**src/rtl/parking_slot_router.sv**
```systemverilog
// Parking slot allocator: grants a free slot per entry request (auto lowest-free
// or manual index), releases slots on exit, and tracks occupancy with registered outputs.
module parking_slot_router #(
  parameter int N_SLOTS = 4,
  parameter int SLOT_W  = 2
) (
  input  logic                clk,
  input  logic                rst_n,
  input  logic                mode,
  input  logic [SLOT_W-1:0]   switch,
  input  logic                entry_req,
  input  logic                exit_req,
  input  logic [SLOT_W-1:0]   exit_slot,
  output logic                grant_valid,
  output logic [SLOT_W-1:0]   grant_slot,
  output logic [N_SLOTS-1:0]  slot_pulse,
  output logic                reject,
  output logic                exit_err,
  output logic [N_SLOTS-1:0]  occupied,
  output logic [SLOT_W:0]     count,
  output logic                full
);

  logic                auto_found;
  logic [SLOT_W-1:0]   auto_idx;
  logic                manual_ok;
  logic                exit_ok;
  logic                accept;
  logic [SLOT_W-1:0]   alloc_idx;
  logic [N_SLOTS-1:0]  occ_next;
  logic [N_SLOTS-1:0]  hot_next;
  logic [SLOT_W:0]     count_next;
  logic                full_next;

  // Both requests are judged against the pre-edge map, so a slot vacated this
  // cycle cannot be handed out until the following cycle.
  always_comb begin
    auto_found = 1'b0;
    auto_idx   = '0;
    manual_ok  = 1'b0;
    exit_ok    = 1'b0;
    for (int i = N_SLOTS - 1; i >= 0; i--) begin
      if (!occupied[i]) begin
        auto_found = 1'b1;
        auto_idx   = SLOT_W'(i);
      end
    end
    for (int i = 0; i < N_SLOTS; i++) begin
      if (int'(switch) == i && !occupied[i]) manual_ok = 1'b1;
      if (int'(exit_slot) == i && occupied[i]) exit_ok = 1'b1;
    end
  end

  always_comb begin
    accept     = entry_req && !full && (mode ? manual_ok : auto_found);
    alloc_idx  = mode ? switch : auto_idx;
    occ_next   = occupied;
    hot_next   = '0;
    count_next = '0;
    for (int i = 0; i < N_SLOTS; i++) begin
      if (exit_req && exit_ok && int'(exit_slot) == i) occ_next[i] = 1'b0;
      if (accept && int'(alloc_idx) == i) begin
        occ_next[i] = 1'b1;
        hot_next[i] = 1'b1;
      end
    end
    for (int i = 0; i < N_SLOTS; i++) begin
      count_next = count_next + (SLOT_W+1)'(occ_next[i]);
    end
    full_next = (count_next == (SLOT_W+1)'(N_SLOTS));
  end

  always_ff @(posedge clk or negedge rst_n) begin
    if (!rst_n) begin
      occupied    <= '0;
      count       <= '0;
      full        <= 1'b0;
      grant_valid <= 1'b0;
      grant_slot  <= '0;
      slot_pulse  <= '0;
      reject      <= 1'b0;
      exit_err    <= 1'b0;
    end else begin
      occupied    <= occ_next;
      count       <= count_next;
      full        <= full_next;
      grant_valid <= accept;
      slot_pulse  <= hot_next;
      reject      <= entry_req && !accept;
      exit_err    <= exit_req && !exit_ok;
      if (accept) grant_slot <= alloc_idx;
    end
  end

endmodule

```
**config.mk**
```make
export PLATFORM = sky130hd
export DESIGN_NAME = parking_slot_router
export DESIGN_NICKNAME = d
export VERILOG_FILES = /design/src/rtl/parking_slot_router.sv
export SDC_FILE = /design/constraint.sdc
export NUM_CORES = 1
export LEC_CHECK = 0
export ABC_AREA = 1
export ABC_CLOCK_PERIOD_IN_PS = 2300
export CAP_MARGIN = 40
export CORE_AREA = 4 4 42 63
export CTS_BUF_LIST = sky130_fd_sc_hd__clkbuf_16
export DETAILED_ROUTE_END_ITERATION = 16
export DIE_AREA = 0 0 46 67
export MAX_ROUTING_LAYER = met4
export PLACE_DENSITY = 0.71
export SLEW_MARGIN = 20
export SYNTH_ARGS = -nofsm -noshare
export SYNTH_HDL_FRONTEND = slang
export SYNTH_SLANG_ARGS = --single-unit
```
**constraint.sdc**
```tcl
create_clock -name clk -period 2.3 [get_ports clk]
set_input_delay 0.23 -clock clk [delete_from_list [all_inputs] [get_ports clk]]
set_output_delay 0.23 -clock clk [all_outputs]
set_load 0.02 [all_outputs]
```
After elaboration in Yosys (flattened, before gate mapping)
Cells that the tools add are included.
Word-level totals
  input port bits: 9
  memory bits (writable): 0
  register bits after elaboration: 17
  word-level logic and storage cells: 82
  latch bits: 0
  memories kept: 0
  memory bits (read-only): 0
Cells by class
  $add $sub $neg: 3
  shift operators: 0
  bitwise gates (word level): 0
  divide/modulo/power cells: 0
  reduce and logical (&&, ||, !) cells: 31
  equality and inequality tests: 10
  multiplexer cells: 30
  $lt $le $gt $ge: 0
  $mul: 0
Operators with widths (count)
  2-to-1 mux 1 bit: 25
  logical AND 1 bit: 21
  equality test 2 bit, second input constant: 6
  2-to-1 mux 2 bit: 5
  logical NOT 1 bit: 7
  equality test 2 x 1 -> 1 bit, second input constant: 3
  logical NOT 2 bit: 3
  adder 2 x 1 -> 3 bit: 1
  adder 3 x 1 -> 3 bit: 1
  equality test 3 bit, second input constant: 1
  adder 1 x 1 -> 2 bit: 1

Logic depth before layout (Yosys ltp)
Gate-level depths: netlist of run 1.
  depth in word-level cells: 14
  depth in mapped cells: 14
  mapped depth without buffers: 14

Worst setup path before layout of run 1
No wires, ideal clock.
  path type: reg2reg
  start point: register occupied[3]
  end point: register full
  buffers on the path: 0
  setup slack: -0.118 ns
  stages on the path, launching flop included: 13
  required time: 2.212 ns
  clock period less this slack: 2.418 ns
  data arrival time: 2.330 ns
  library setup time: 0.088 ns
  cell sequence: dfrtp_1 > inv_1 > nand2_1 > nand2_1 > a21oi_2 > nand2_1 > nor2_2 > nor2_2 > fa_1 > inv_1 > ha_1 > ha_1 > nor3b_1
Between the ends
  word-level cells in the longest chain between the ends: 12
  elaborated cells on any way between the ends: 41
RTL lines
  from (decl): line 19  | output logic [N_SLOTS-1:0] occupied,
  from (signal assigned): line 84  | occupied <= occ_next;
  2-to-1 mux 2 bit / 2-to-1 mux 1 bit (equally long branches) (4 in series): line 43  | if (!occupied[i]) begin
  2-to-1 mux 2 bit / 2-to-1 mux 1 bit (equally long branches): line 56, 55
  equality test 2 bit (tied with other cells): line 62  | if (accept && int'(alloc_idx) == i) begin
  logical AND 1 bit: line 62
  2-to-1 mux 1 bit: line 62
  adder 1 x 1 -> 2 bit: line 68  | count_next = count_next + (SLOT_W+1)'(occ_next[i]);
  adder 2 x 1 -> 3 bit: line 68
  adder 3 x 1 -> 3 bit (*): line 68
  named net count_next[1]: line 32  | logic [SLOT_W:0] count_next;
  equality test 3 bit (*): line 70  | full_next = (count_next == (SLOT_W+1)'(N_SLOTS));
  named net full_next: line 33  | logic full_next;
  to (signal assigned): line 86  | full <= full_next;
  to (decl): line 21  | output logic full
The timed path passes the listed nets; every way through them passes the cells marked *.
A chain may end at the register's enable or synchronous reset.

Worst setup path in the final report of run 1
  start point: input port entry_req
  end point: register full
Between the ends
  word-level cells in the longest chain between the ends: 8
  elaborated cells on any way between the ends: 14
RTL lines
  from (decl): line 11  | input logic entry_req,
  logical AND 1 bit (2 in series): line 55  | accept = entry_req && !full && (mode ? manual_ok : auto_found);
  logical AND 1 bit: line 62
  2-to-1 mux 1 bit: line 62
  named net occ_next[1]: line 30  | logic [N_SLOTS-1:0] occ_next;
  adder 1 x 1 -> 2 bit: line 68
  adder 2 x 1 -> 3 bit: line 68
  adder 3 x 1 -> 3 bit: line 68
  named net count_next[1]: line 32
  equality test 3 bit: line 70
  named net full_next: line 33
The timed path passes the listed nets, and every way through them passes these cells.

==> summary.txt, run 1 <==
Status
  • Status: finished, final reports clean

Die
  • Num ports: 26
  • Starting Density: 0.380
  • Die area: 3080 µm²
  • Die width: 46 µm
  • Area of the core: 2150 µm²
  • # rows: 21
  • Die Ht: 67 µm

Yosys
  • Number of warnings issued by yosys: 0
  • Post-synth EDFFs: 0
  • Post-Syn Area: 820 µm²
  • Syn nets: 109
  • Largest area contributor in the netlist: dfrtp_1
  • Yosys top cell area share: 0.519
  • Syn avg cell area: 8.45 µm²
  • Synth Flop Type: dfrtp_1
  • Gate Count Post-Synth: 97
  • Sequential fraction of the synthesis area: 0.519
  • Top cells by area, synth: dfrtp_1 52%, nand2_1 11%, inv_1 8.2%, nor2_1 4.6%, nand3_1 4.3%
  • Post-synthesis register bit count: 17
  • Synth cell count leaders: 24 x nand2_1, 18 x inv_1, 17 x dfrtp_1
  • Ys async rst share: 1.00
  • Most frequent cell after synthesis: nand2_1
  • Post-synthesis cell type count: 19

Setup path
  • Req. time, crit path: 2.47 ns
  • CP delay by family, top: adder cells
  • CP most frequent cell: inv_1
  • Cell Chain, Critical Path: clkdlybuf4s50_1, inv_1, nor2_2, o21a_1, nand3_2, nand2_2, inv_2, fa_1, inv_1, ha_2, ha_4, nor3b_2
  • Startpoint types: input port
  • CP Class: input port to register
  • Largest stage delay, worst path: 0.53 ns
  • Endpoint class of the critical path: register
  • Slowest cell on the critical path: fa_1
  • Critical Path Fanout Max: 2
  • WP buf/inv: 4
  • Arrival time at the worst endpoint: 2.46 ns

Run
  • Max-cap check violation count: 0

Timing
  • Max-slew violations: 0
  • Highest Clock Rate: 437 MHz
  • Final period util: 0.995
  • Final Hold Fails: 0
  • Setup Skew: 0.00298 ns
  • Worst slew margin: 0.513
  • Setup WS post-layout: 0.0126 ns
  • RSZ-0062 raised after global routing: true
  • Min Clock Period, post-route: 2.29 ns
  • Worst-Margin Slew: 0.728 ns
  • Final setup fails: 0

Clock network
  • CTS hold repair buffers: 0
  • Clock buffer depth: 2
  • CTS root buf: clkbuf_16
  • H-tree Lvls: 1
  • Clock sinks: 17
  • TritonCTS buffer count: 3
  • Clock-pin slew on the worst setup and hold paths: 0.05 ns
  • CTS tree: done
  • Clk Latency, worst-skew pair: 0.24 ns

Global route
  • Met1 usage: 0.160
  • Met3 usage: 0.0108
  • Vias in the first global route: 831
  • Initial antenna violation count: 0
  • GR Layer Usage met2: 0.286
  • Total grt overflow: 0
  • GRT Total Usage: 0.154
  • First-pass GRT wire length: 3.45 mm
  • Largest net degree at the start of global routing: 18
  • GRT busiest layer: met2

Placed design
  • Hpwl dp: 1.53 mm
  • Setup slack at placement: -0.358 ns
  • I/O Buffers: 25
  • GPL Wtd Cong: 0.873
  • Dpl cell area: 1180 µm²

Final layout
  • Area Growth Syn to Fin: 65.3%
  • # diodes: 0
  • Post-route cell area: 1360 µm²
  • Fin nets: 151
  • Layout cells sized above 1: 0.355
  • Filler instances: 179

Pwr
  • Internal: 1.11 mW
  • Clk pwr share: 0.186
  • Lkg Pwr: 0.674 nW
  • Share of power burned in registers: 0.274
  • Combinational share of power: 0.540
  • Switching part of the total: 0.390
  • Worst IR Drop VDD: 1100 µV
  • Pwr dens: 1340 nW/µm²
  • Sw power: 0.711 mW

Detailed routing
  • Vias per inst: 4.82
  • Routed wire length: 1.95 mm
  • DRT Pass-1 Iters: 4
  • Final ANT Viol Nets: 0
  • Vias: 776
  • Post-DR wirelength/cell: 12.1 µm
  • Drt initial violations: 16
  • Number of remaining DRC errors: 0

Worst hold path
  • HP Class: input port to asynchronous set/reset pin
==> flip-flops by register name, indices dropped and copies added (netlist names) <==
register,flops
count,3
exit_err,1
full,1
grant_slot,2
grant_valid,1
occupied,4
reject,1
slot_pulse,4
==> layer usage <==
layer	vias up	wire length [µm]
li1	381	-
met1	365	700
met2	25	1120
met3	5	93
met4	0	38
met5	-	0
==> layout by cell type, fill, tap and decap left out, drive strengths merged <==
master	instances
nor3b	1
clkinv	1
nand3	7
o21a	1
clkbuf	3
nor2	14
fa	1
o21bai	2
dfrtp	17
dlygate4sd2	4
inv	19
o31ai	1
clkdlybuf4s50	21
a21oi	2
buf	13
o21ai	3
a31oi	1
nand2	25
ha	2
==> logic make-up after synthesis <==
| group | synth area share |
|---|---|
| AOI/OAI and AO/OA | 0.0794 |
| adders and majority gates | 0.0550 |
| buffers and inverters | 0.101 |
| DFF | 0.519 |
| and+or+nand+nor | 0.246 |
==> per-stage QoR <==
step / total power [mW] / instances / utilization / TNS, ns / hold slack, ns
CTS: 1.80 / 161 / 0.615 / 0 / 0.446
global placement: 1.34 / 153 / 0.549 / -0.621 / 0.491
floorplan: 0.988 / 97 / - / 0 / -0.0656
global route: 1.95 / 161 / 0.629 / -0.0942 / 0.486
finish: 1.82 / 161 / 0.629 / 0 / 0.422
detailed placement: 1.36 / 153 / 0.549 / -0.790 / 0.494
==> layout make-up <==
cell class,instances,area (µm²),area share
clock buffer,3,75.1,0.0554
inverter,19,73.8,0.0545
multi-input combinational,60,399,0.295
timing repair buffer,38,343,0.253
clock inverter,1,5.00,0.00369
sequential,17,430,0.318
tap,23,28.8,0.0212
==> worst paths after layout <==
path	slack [ns]	endpoint	from	cells after the start
worst max-delay path	0.01	full$_DFF_PN0_	entry_req	12
worst min-delay path	0.42	count[0]$_DFF_PN0_	rst_n	1
worst max register to register	0.01	full$_DFF_PN0_	occupied[3]$_DFF_PN0_	13
worst min register to register	0.50	grant_slot[0]$_DFFE_PN0P_	grant_slot[0]$_DFFE_PN0P_	2
max in group asynchronous	1.37	occupied[0]$_DFF_PN0_	rst_n	1
min in group clk	0.50	grant_slot[0]$_DFFE_PN0P_	grant_slot[0]$_DFFE_PN0P_	2
==> power by group through the flow <==
stage                     clock (mW)  combinational, mW  sequential, mW
final                          0.339              0.984           0.498
after detailed placement           0              0.870           0.494
after global placement             0              0.848           0.494
after CTS                      0.343              0.967           0.494
after floorplan                    0              0.373           0.615
after global routing           0.358               1.08           0.514
==> worst register-to-register path, stage by stage, from the launching register on <==
cell	delay, ns
dfrtp_2	0.42
inv_2	0.08
nand2_1	0.06
nand2_2	0.07
a21oi_4	0.07
nor2_2	0.12
nand3_2	0.10
nand2_2	0.09
inv_2	0.04
fa_1	0.53
inv_1	0.05
ha_2	0.20
ha_4	0.24
nor3b_2	0.14
==> what timing repair did <==
| action | in CTS | in global routing |
|---|---|---|
| buffers inserted | 4 | 0 |
| gates resized for setup | 15 | 11 |
| endpoints found under the setup margin | 1 | 2 |
| pin swaps | 3 | 7 |
No activity file was read; power rests on OpenSTA's default activity.
==> inputs of run 2 (changes only) <==
--- a/config.mk
+++ b/config.mk
@@ -6,14 +6,14 @@
 export NUM_CORES = 1
 export LEC_CHECK = 0
 export ABC_AREA = 1
-export ABC_CLOCK_PERIOD_IN_PS = 2300
+export ABC_CLOCK_PERIOD_IN_PS = 2700
 export CAP_MARGIN = 40
-export CORE_AREA = 4 4 42 63
+export CORE_AREA = 4 4 48 50
 export CTS_BUF_LIST = sky130_fd_sc_hd__clkbuf_16
 export DETAILED_ROUTE_END_ITERATION = 16
-export DIE_AREA = 0 0 46 67
+export DIE_AREA = 0 0 52 54
 export MAX_ROUTING_LAYER = met4
-export PLACE_DENSITY = 0.71
+export PLACE_DENSITY = 0.75
 export SLEW_MARGIN = 20
 export SYNTH_ARGS = -nofsm -noshare
 export SYNTH_HDL_FRONTEND = slang
==> constraint.sdc (replaced) <==
create_clock -name clk -period 2.7 [get_ports clk]
set_input_delay 0.27 -clock clk [delete_from_list [all_inputs] [get_ports clk]]
set_output_delay 0.27 -clock clk [all_outputs]
set_load 0.05 [all_outputs]
==> run 2 against run 1 <==
  * Non-clock buffer count down 8
  * First-iteration DRC count increased by 56%
  * Hold slack worse by 0.089 ns
  * Sequential share of layout area increased by 3.2 points
  * Largest cell class unchanged
  * Utilization up 1.1 points
  * Via count is 4.9% lower
  * Clock power down 12%
  * Highest routed layer unchanged
  * Setup slack better by 0.13 ns
  * Sequential cell count unchanged
==> summary.txt, run 2 (same netlist as run 1, synthesis figures left out) <==
Pwr
  • Combinational share of power: 0.551
  • Total power: 1.58 mW
  • Switching part of the total: 0.467
  • Worst IR Drop VDD: 844 µV
  • Clk pwr share: 0.189
  • Share of power burned in registers: 0.260
  • Internal: 0.841 mW
  • Sw power: 0.737 mW
  • Pwr dens: 1300 nW/µm²
  • Lkg Pwr: 0.636 nW

Clock network
  • H-tree Lvls: 1
  • Clock buffer depth: 2
  • CTS hold repair buffers: 0
  • CTS tree: done
  • CTS root buf: clkbuf_16
  • Clk Latency, worst-skew pair: 0.25 ns
  • TritonCTS buffer count: 3
  • Clock-pin slew on the worst setup and hold paths: 0.05 ns
  • Clock sinks: 17

Setup path
  • Arrival time at the worst endpoint: 2.73 ns
  • Startpoint types: input port
  • Req. time, crit path: 2.86 ns
  • Cell Chain, Critical Path: clkdlybuf4s50_1, nor2_2, nand3_1, nand2_1, nand2_1, nor2_1, nor2_1, fa_1, inv_1, ha_1, ha_1, nor3b_1
  • CP Class: input port to register
  • Largest stage delay, worst path: 0.48 ns
  • Endpoint class of the critical path: register
  • Critical Path Fanout Max: 4
  • Slowest cell on the critical path: fa_1

Global route
  • Total grt overflow: 0
  • First-pass GRT wire length: 3.29 mm
  • GRT Total Usage: 0.175
  • Initial antenna violation count: 0
  • Largest net degree at the start of global routing: 18
  • Vias in the first global route: 777

Timing
  • Worst slew margin: 0.661
  • Min Clock Period, post-route: 2.56 ns
  • Final Hold Fails: 0
  • Highest Clock Rate: 390 MHz
  • Final period util: 0.949
  • Setup Skew: 0.00360 ns
  • RSZ-0062 raised after global routing: false
  • Final setup fails: 0
  • Max-slew violations: 0
  • Worst-Margin Slew: 0.508 ns

Status
  • Status: finished, final reports clean

Final layout
  • Footprint of the multi-input gates: 312 µm²
  • Cell Count, Final, Fillers Out: 157
  • Fin nets: 143
  • Area Growth Syn to Fin: 48.4%
  • Filler instances: 165
  • Post-route cell area: 1220 µm²
  • Layout cells sized above 1: 0.123
  • Largest regs: occupied: 4 flops, slot_pulse: 4 flops, count: 3 flops
  • Commonest cells after routing, fill and taps aside: 24 x nand2_1, 24 x clkdlybuf4s50_1, 18 x inv_1, 17 x dfrtp_1, 10 x nor2_1
  • Seq. cell area: 425 µm²
  • # diodes: 0

Detailed routing
  • Drt initial violations: 25
  • DRT Pass-1 Iters: 4
  • Vias per inst: 4.70
  • Vias: 738
  • Final ANT Viol Nets: 0
  • Post-DR wirelength/cell: 12.4 µm
  • Number of remaining DRC errors: 0
  • Routed wire length: 1.94 mm

Placed design
  • Hpwl dp: 1.44 mm
  • I/O Buffers: 25
  • Dpl cell area: 1120 µm²
  • GPL Wtd Cong: 0.845
  • Placed Cells: 152

Die
  • Starting Density: 0.431
  • Die Ht: 54 µm
  • Die area: 2810 µm²
  • Die width: 52 µm
  • Area of the core: 1900 µm²
  • Num ports: 26
  • # rows: 16

Run
  • Max-cap check violation count: 0

Worst hold path
  • HP Class: input port to asynchronous set/reset pin
-- run 2: cell types whose count changed in the layout (fill, tap and decap cells not counted), moves of 3 or more --
cell,delta
buf_4,-9
clkdlybuf4s50_1,+3
dfrtp_1,+4
dfrtp_2,-4
dlygate4sd2_1,-4
inv_1,+5
inv_2,-4
nand2_1,+7
nand2_2,-5
nand3_1,+3
nand3_2,-3
nor2_1,+3
-- run 2: critical path, delay by kind of cell --
family	cells	cell delay (ns)
fa+ha+maj	3	0.95
buf+inv	2	0.51
simple gates	7	0.98
-- run 2: cell type report --
cell class | instances | area share
Multi-Input combinational cell | 60 | 0.256
Sequential cell | 17 | 0.350
Clock inverter | 1 | 0.00412
Clock buffer | 3 | 0.0617
Tap cell | 27 | 0.0278
Timing Repair Buffer | 30 | 0.242
Inverter | 19 | 0.0586
-- run 2: metal layers --
layer  share of wire  up-vias  track usage
met3           0.062        5       0.0416
met5               0        -            -
met4           0.029        0        0.122
li1                -      362            -
met1            0.38      340        0.181
met2            0.52       31        0.295
-- run 2: stage by stage --
step	TNS (ns)	utilization	setup slack (ns)	hold slack, ns
6_report	0	0.639	0.139	0.333
3_5_place_dp	-0.0895	0.590	-0.0895	0.493
3_3_place_gp	-0.0426	0.590	-0.0426	0.477
2_1_floorplan	0	-	0.0409	-0.0256
4_1_cts	0	0.632	0.120	0.487
5_1_grt	0	0.639	0.00240	0.352
-- run 2: power groups by stage --
stage | registers, mW | logic, mW | clock network (mW)
2_1_floorplan | 0.717 | 0.277 | 0
3_3_place_gp | 0.411 | 0.857 | 0
3_5_place_dp | 0.414 | 0.872 | 0
4_1_cts | 0.410 | 0.880 | 0.300
5_1_grt | 0.421 | 0.936 | 0.320
6_report | 0.410 | 0.870 | 0.298
-- run 2: worst paths after layout --
| kind | start | end | slack [ns] | cells after the start |
|---|---|---|---|---|
| worst max-delay path | mode | full$_DFF_PN0_ | 0.14 | 12 |
| worst min-delay path | rst_n | occupied[0]$_DFF_PN0_ | 0.33 | 2 |
| worst max register to register | occupied[0]$_DFF_PN0_ | full$_DFF_PN0_ | 0.21 | 13 |
| worst min register to register | grant_slot[1]$_DFFE_PN0P_ | grant_slot[1]$_DFFE_PN0P_ | 0.50 | 2 |
| max in group asynchronous | rst_n | full$_DFF_PN0_ | 2.21 | 2 |
| min in group clk | grant_slot[1]$_DFFE_PN0P_ | grant_slot[1]$_DFFE_PN0P_ | 0.50 | 2 |
-- run 2: repair_timing --
item,in CTS,in global routing
endpoints found under the hold margin,0,0
endpoints found under the setup margin,0,1
setup buffers,0,0
gates resized for setup,0,1
==> inputs of run 3 (changes only) <==
--- a/config.mk
+++ b/config.mk
@@ -10,6 +10,7 @@
 export CAP_MARGIN = 40
 export CORE_AREA = 4 4 48 50
 export CTS_BUF_LIST = sky130_fd_sc_hd__clkbuf_16
+export CTS_CLUSTER_DIAMETER = 150
 export DETAILED_ROUTE_END_ITERATION = 16
 export DIE_AREA = 0 0 52 54
 export MAX_ROUTING_LAYER = met4
==> results of run 3 <==
Same layout as run 2: the final DEF is identical, and so are final timing and power.
